--- config.mk ---
export PLATFORM = sky130hd
export DESIGN_NAME = ptr_sync_gray
export DESIGN_NICKNAME = d
export VERILOG_FILES = /design/src/rtl/async_fifo_pkg.sv /design/src/rtl/sync_chain.sv /design/src/rtl/ptr_sync_gray.sv
export SDC_FILE = /design/constraint.sdc
export NUM_CORES = 1
export LEC_CHECK = 0
export ABC_CLOCK_PERIOD_IN_PS = 2200
export BUFFER_PORTS_ARGS = -buffer_cell sky130_fd_sc_hd__buf_2
export CORE_MARGIN = 5
export CORE_UTILIZATION = 45
export CTS_BUF_LIST = sky130_fd_sc_hd__clkbuf_4 sky130_fd_sc_hd__clkbuf_8 sky130_fd_sc_hd__clkbuf_16
export DETAILED_ROUTE_END_ITERATION = 12
export PLACE_DENSITY = 0.76
export SLEW_MARGIN = 40
export SYNTH_ARGS = -nofsm -noshare
export SYNTH_HDL_FRONTEND = slang
export SYNTH_SLANG_ARGS = --single-unit
--- constraint.sdc ---
create_clock -name clk -period 2.2 [get_ports clk]
set_clock_uncertainty 0.1 [all_clocks]
set_input_delay 0.44 -clock clk [delete_from_list [all_inputs] [get_ports clk]]
set_output_delay 0.44 -clock clk [all_outputs]
set_load 0.005 [all_outputs]
--- src/rtl/async_fifo_pkg.sv ---
// Shared helpers for the async FIFO pointer crossings: Gray/binary conversion
// and the multi-bit-change test used by the pointer synchronisers.
package async_fifo_pkg;

    localparam int PTR_MAX_W           = 16;
    localparam int SYNC_STAGES_DEFAULT = 2;
    localparam int PTR_WIDTH_DEFAULT   = 5;

    // Low w bits set; used to ignore anything above the active pointer width.
    function automatic logic [PTR_MAX_W-1:0] width_mask(input int unsigned w);
        logic [PTR_MAX_W-1:0] m;
        if (w >= PTR_MAX_W)
            m = '1;
        else
            m = (PTR_MAX_W'(1) << w) - PTR_MAX_W'(1);
        return m;
    endfunction

    function automatic logic [PTR_MAX_W-1:0] gray2bin(input logic [PTR_MAX_W-1:0] g,
                                                      input int unsigned w);
        logic [PTR_MAX_W-1:0] gm;
        logic [PTR_MAX_W-1:0] b;
        gm = g & width_mask(w);
        b  = '0;
        b[PTR_MAX_W-1] = gm[PTR_MAX_W-1];
        for (int i = PTR_MAX_W - 2; i >= 0; i--)
            b[i] = b[i+1] ^ gm[i];
        return b;
    endfunction

    function automatic logic [PTR_MAX_W-1:0] bin2gray(input logic [PTR_MAX_W-1:0] b,
                                                      input int unsigned w);
        logic [PTR_MAX_W-1:0] bm;
        bm = b & width_mask(w);
        return bm ^ (bm >> 1);
    endfunction

    // Clearing the lowest set bit leaves something only if two or more were set.
    function automatic logic popcount_gt1(input logic [PTR_MAX_W-1:0] x);
        return (x & (x - PTR_MAX_W'(1))) != '0;
    endfunction

endpackage

--- src/rtl/sync_chain.sv ---
// Plain flop-chain synchroniser with asynchronous active-low reset; also used
// as a single-bit control synchroniser with WIDTH=1.
module sync_chain #(
    parameter int WIDTH  = 1,
    parameter int STAGES = 2
) (
    input  logic             clk,
    input  logic             rst,
    input  logic [WIDTH-1:0] d,
    output logic [WIDTH-1:0] q
);

    logic [WIDTH-1:0] s [STAGES];

    always_ff @(posedge clk or negedge rst) begin
        if (!rst) begin
            for (int i = 0; i < STAGES; i++)
                s[i] <= '0;
        end else begin
            s[0] <= d;
            for (int i = 1; i < STAGES; i++)
                s[i] <= s[i-1];
        end
    end

    assign q = s[STAGES-1];

endmodule

--- src/rtl/ptr_sync_gray.sv ---
// Gray pointer synchroniser for the async FIFO: flop chain into clk, then a
// registered stage giving binary value, advance, change pulse and Gray check.
module ptr_sync_gray
    import async_fifo_pkg::*;
#(
    parameter int WIDTH      = PTR_WIDTH_DEFAULT,
    parameter int STAGES     = SYNC_STAGES_DEFAULT,
    parameter int GRAY_CHECK = 1
) (
    input  logic             clk,
    input  logic             rst,
    input  logic [WIDTH-1:0] ptr,
    input  logic             err_clr,
    output logic [WIDTH-1:0] sync_ptr,
    output logic [WIDTH-1:0] sync_bin,
    output logic [WIDTH-1:0] ptr_delta,
    output logic             ptr_changed,
    output logic             gray_err
);

    if (STAGES < 2 || STAGES > 4) begin : g_bad_stages
        $error("ptr_sync_gray: STAGES must be in 2..4");
    end
    if (WIDTH < 2 || WIDTH > PTR_MAX_W) begin : g_bad_width
        $error("ptr_sync_gray: WIDTH must be in 2..16");
    end

    sync_chain #(
        .WIDTH  (WIDTH),
        .STAGES (STAGES)
    ) u_chain (
        .clk (clk),
        .rst (rst),
        .d   (ptr),
        .q   (sync_ptr)
    );

    logic [WIDTH-1:0] last;
    logic [WIDTH-1:0] bin_now;
    logic             violation;

    assign bin_now   = WIDTH'(gray2bin(PTR_MAX_W'(sync_ptr), WIDTH));
    assign violation = (GRAY_CHECK != 0) && popcount_gt1(PTR_MAX_W'(sync_ptr ^ last));

    always_ff @(posedge clk or negedge rst) begin
        if (!rst) begin
            last        <= '0;
            sync_bin    <= '0;
            ptr_delta   <= '0;
            ptr_changed <= 1'b0;
            gray_err    <= 1'b0;
        end else begin
            last        <= sync_ptr;
            sync_bin    <= bin_now;
            ptr_delta   <= bin_now - sync_bin;
            ptr_changed <= (sync_ptr != last);
            // A new violation outranks a clear arriving in the same cycle.
            if (violation)
                gray_err <= 1'b1;
            else if (err_clr)
                gray_err <= 1'b0;
        end
    end

endmodule

# After elaboration in Yosys (flattened, before gate mapping)
# Cells that the tools add are included.
[word_totals] regBits=27 inputBits=8
[classes] addsub=2 n_eq_ne=1 muxes=2 bitwise_logic=6 n_reduce_logical=2
[ops] cell="$and A5 B16 Y16" count=1
[ops] cell="$reduce_bool A16 Y1" count=1
[ops] cell="$sub A5 B1 Y6 const B" count=1
[ops] cell="$ne A5 B5 Y1" count=1
[ops] cell="$sub A5 B5 Y5" count=1
[ops] cell="$xor A5 B5 Y5" count=1
[ops] cell="$xor A1 B1 Y1" count=4
[ops] cell="$mux W1" count=2
[ops] cell="$reduce_bool A2 Y1" count=1

# Depth between registers and ports, before layout
[depth] word_depth=5 depth_mapped=10

# Modules after synthesis
# Synthesis repeated with hierarchy kept, for this count alone.
[unflattened] cells_unflattened=68 area_unflattened_um2=997.2
[by_module_without_submodules] mod="ptr_sync_gray" instances=1 cells_per_inst=53 area_per_inst_um2=709.4
[by_module_without_submodules] mod="sync_chain" instances=1 cells_per_inst=15 area_per_inst_um2=287.8

# Worst setup path before layout
# Ideal clock, no wire load.
[synth_path] kind="register -> register" startpoint="reg u_chain.s (netlist bit u_chain.q[3])" endpoint="reg ptr_delta[4]" t_arrival_ns=2.126 setup_slack_ns=-0.158 stages_incl_launch_ff=11 path_buffers=0 synth_period_minus_slack_ns=2.358 path_cell_list="dfrtp_1 xor2_2 xor2_2 xnor2_2 xor2_1 ha_1 fa_1 inv_1 a21o_1 a21oi_1 xor2_1"
[synth_via] elab_chain_cells=5
[synth_rtl] element="from (decl)" line_no="sync_chain.sv:13" source="logic [WIDTH-1:0] s [STAGES];"
[synth_rtl] element="from (signal, indexed assignment)" line_no="sync_chain.sv:22" source="s[i] <= s[i-1];"
[synth_rtl] element="$xor A1 B1 Y1 *" line_no="async_fifo_pkg.sv:27" source="b[i] = b[i+1] ^ gm[i];"
[synth_rtl] element="via bin_now[3]" line_no="ptr_sync_gray.sv:39" source="logic [WIDTH-1:0] bin_now;"
[synth_rtl] element="$xor A1 B1 Y1 *" line_no="async_fifo_pkg.sv:27"
[synth_rtl] element="via bin_now[2]" line_no="ptr_sync_gray.sv:39"
[synth_rtl] element="$xor A1 B1 Y1 (2 in series)" line_no="async_fifo_pkg.sv:27"
[synth_rtl] element="$sub A5 B5 Y5 *" line_no="ptr_sync_gray.sv:55" source="ptr_delta <= bin_now - sync_bin;"
[synth_rtl] element="to (signal assigned)" line_no="ptr_sync_gray.sv:55"
[synth_rtl] element="to (decl)" line_no="ptr_sync_gray.sv:16" source="output logic [WIDTH-1:0] ptr_delta,"
# Mark *: on every way through the listed nets, which the timed path passes. The rest lies on a longest branch.
# A chain may end at the register's enable or synchronous reset.

# Worst setup path after layout
[layout_path] startpoint="reg u_chain.s (netlist bit u_chain.q[4])" endpoint="reg ptr_delta[4]"
# The elaborated chain is that of the path after synthesis.

==> reports/metrics.csv <==
stage;metric;value;unit
final_layout;layout.nets;114;
clocking;cts_made_buffers;3;
routing;wl_per_cell;11.4;um
timing;worst_pin_slew;0.534;ns
timing;rsz0062_at_grt;yes;
die;io_pins;25;
clocking;clock-sinks;26;
timing;min_period;2.33;ns
status;status;complete, but fails checks;
routing;drc;0;
clocking;insertion_delay;0.31;ns
global_routing;grt_usage;0.0987;
global_routing;grt_max_degree;27;
timing;final-hold-violation-count;26;
clocking;cts_max_path_buffers;2;
global_routing;grt_pass1_wl;2.46;mm
timing;timing.final.ws_setup;-0.130;ns
die;initial_core_util;0.463;
critical_path;r2r_start;u_chain.q[4];
routing;drt-initial-drc-count;4;
yosys;synth_area;1000;um^2
critical_path;critPathLaunchType;flop;
timing;hold_slack;-0.00876;ns
final_layout;drive_above_1_share;0.465;
clocking;cts_root_buffer;clkbuf_4;
timing;fmax;429;MHz
clocking;clkTransAtPathRegs;0.12;ns
critical_path;worstPathArrival;2.43;ns
critical_path;endpoint_kind;flop;
placement;dpl.hpwl;1.08;mm
yosys;synth_cell_types;16;
final_layout;final_cell_mix;dfrtp_1, buf_2, buf_4, inv_1, xnor2_1;
clocking;cts_tree;yes;
min_path;min_path_type;primary input to async pin;
critical_path;crit_required;2.30;ns
yosys;synth-seq-area-share;0.648;
placement;numPortBuffers;24;
routing;ant_nets;0;
yosys;ys_ff_latch;26;
routing;vias;565;
pwr;power_leakage;0.606;nW
pwr;p_per_area;892;nW/um^2
clocking;htreeDepth;1;
final_layout;diodes;0;
status;violations;negative hold slack, negative setup slack;
yosys;synth_nets;83;
timing;setup_viol;2;
critical_path;cp_max_fo;2;
yosys;syn_inst;70;
routing;vias_per_cell;4.45;
placement;post-place-ws;-0.132;ns
timing;finalCritPeriodShare;1.06;
final_layout;design_area;1220;um^2
final_layout;area_growth;21.7;%
global_routing;antenna_found_initial;0;
pwr;power.total;1.09;mW
timing;final_max_slew_viol_count;0;
pwr;irDropWorstVdd;0.000550;V
placement;gp_congestion;0.699;
global_routing;gr-total-overflow;0;
job;cap_violations;0;
timing;slew-limit-headroom;0.644;
critical_path;critical_path_class;flop to flop;
placement;place_area;1170;um^2
die;core_area;2170;um^2
final_layout;final_common_cell;dfrtp_1;
routing;finalWirelength;1.44;mm
yosys;syn_area_per_cell;14.4;um^2
die;placementRows;17;
yosys;synth_warnings;0;
routing;drt-pass1-iter-count;2;
die;die_w;57.3;um
die;die_y;57.3;um
critical_path;crit_start;u_chain.q[4];
die;die_area;3280;um^2
global_routing;grt_pass1_vias;576;
-- repair_timing --
item / CTS / global route
setup buffers: 0 / 2
pin swaps: 4 / 11
resized for setup: 1 / 4
hold buffers: 0 / 0
gates cloned: 0 / 0
setup endpoints to repair: 3 / 4
-- area by class of cell --
type | count | area [um^2]
Multi-Input combinational cell | 28 | 297
Timing Repair Buffer | 32 | 180
Inverter | 10 | 37.5
Sequential cell | 26 | 651
Tap cell | 28 | 35.0
Clock buffer | 3 | 22.5
Fill cell | 197 | 947
-- report_power, final --
group	switching [mW]	internal (mW)
registers	0.0274	0.551
logic	0.149	0.174
clock network	0.125	0.0640
total	0.301	0.789
-- Yosys cell counts --
library cell | instances | area [um^2]
a21o_1 | 2 | 15.0
xnor2_2 | 1 | 16.3
xor2_1 | 4 | 35.0
a21oi_1 | 2 | 10.0
or4_1 | 1 | 7.51
o22ai_1 | 1 | 6.26
buf_4 | 6 | 45.0
dfrtp_1 | 26 | 651
fa_1 | 1 | 20.0
a211oi_1 | 2 | 15.0
xor2_2 | 2 | 32.5
o21bai_1 | 1 | 7.51
inv_1 | 10 | 37.5
xnor2_1 | 6 | 52.6
ha_1 | 4 | 50.1
nand2_1 | 1 | 3.75
-- cell families after synthesis --
kind of cell	count (synthesis)	share of synthesized area
flops	26	0.648
buf+inv	16	0.0822
xor+xnor	13	0.136
compound gates	8	0.0535
fa+ha+maj	5	0.0697
simple gates	2	0.0112
-- metal layers --
| layer | share of wire | global-route usage | wire length (um) |
|---|---|---|---|
| met5 | 0 | 0 | 0 |
| met4 | 0.022 | 0.0596 | 32 |
| met3 | 0.071 | 0.0339 | 102 |
| met2 | 0.53 | 0.152 | 767 |
| met1 | 0.37 | 0.119 | 541 |
-- state kept, by name, indices dropped and copies added, names as in the netlist --
signal       cells
u_chain.s        5
sync_bin         4
u_chain.q        5
last             5
ptr_delta        5
gray_err         1
ptr_changed      1
-- critical path: stages, from the launching register on --
cell	delay (ns)
dfrtp_1	0.43
xor2_2	0.20
xor2_2	0.20
xnor2_2	0.16
xor2_1	0.17
ha_2	0.21
fa_2	0.37
inv_2	0.06
a21o_1	0.12
a21oi_2	0.06
xor2_1	0.13
-- per-stage QoR --
step	std cells	util	TNS (ns)
final	127	0.563	-0.250
after global routing	127	0.563	-0.658
after CTS	125	0.549	-0.111
after detailed placement	122	0.539	-0.132
after global placement	122	0.539	-0.0872
after floorplan	70	-	-0.154
-- final timing paths --
kind,cells after the start,slack (ns),endpoint
worst max-delay path,10,-0.13,ptr_delta[4]
worst max register to register,10,-0.13,ptr_delta[4]
max in group asynchronous,1,1.65,last[4]
min in group clk,1,0.13,u_chain.s[6]
worst min-delay path,1,-0.009,u_chain.s[5]
worst min register to register,0,0.26,u_chain.q[0]
No activity file was read; power rests on OpenSTA's default activity.
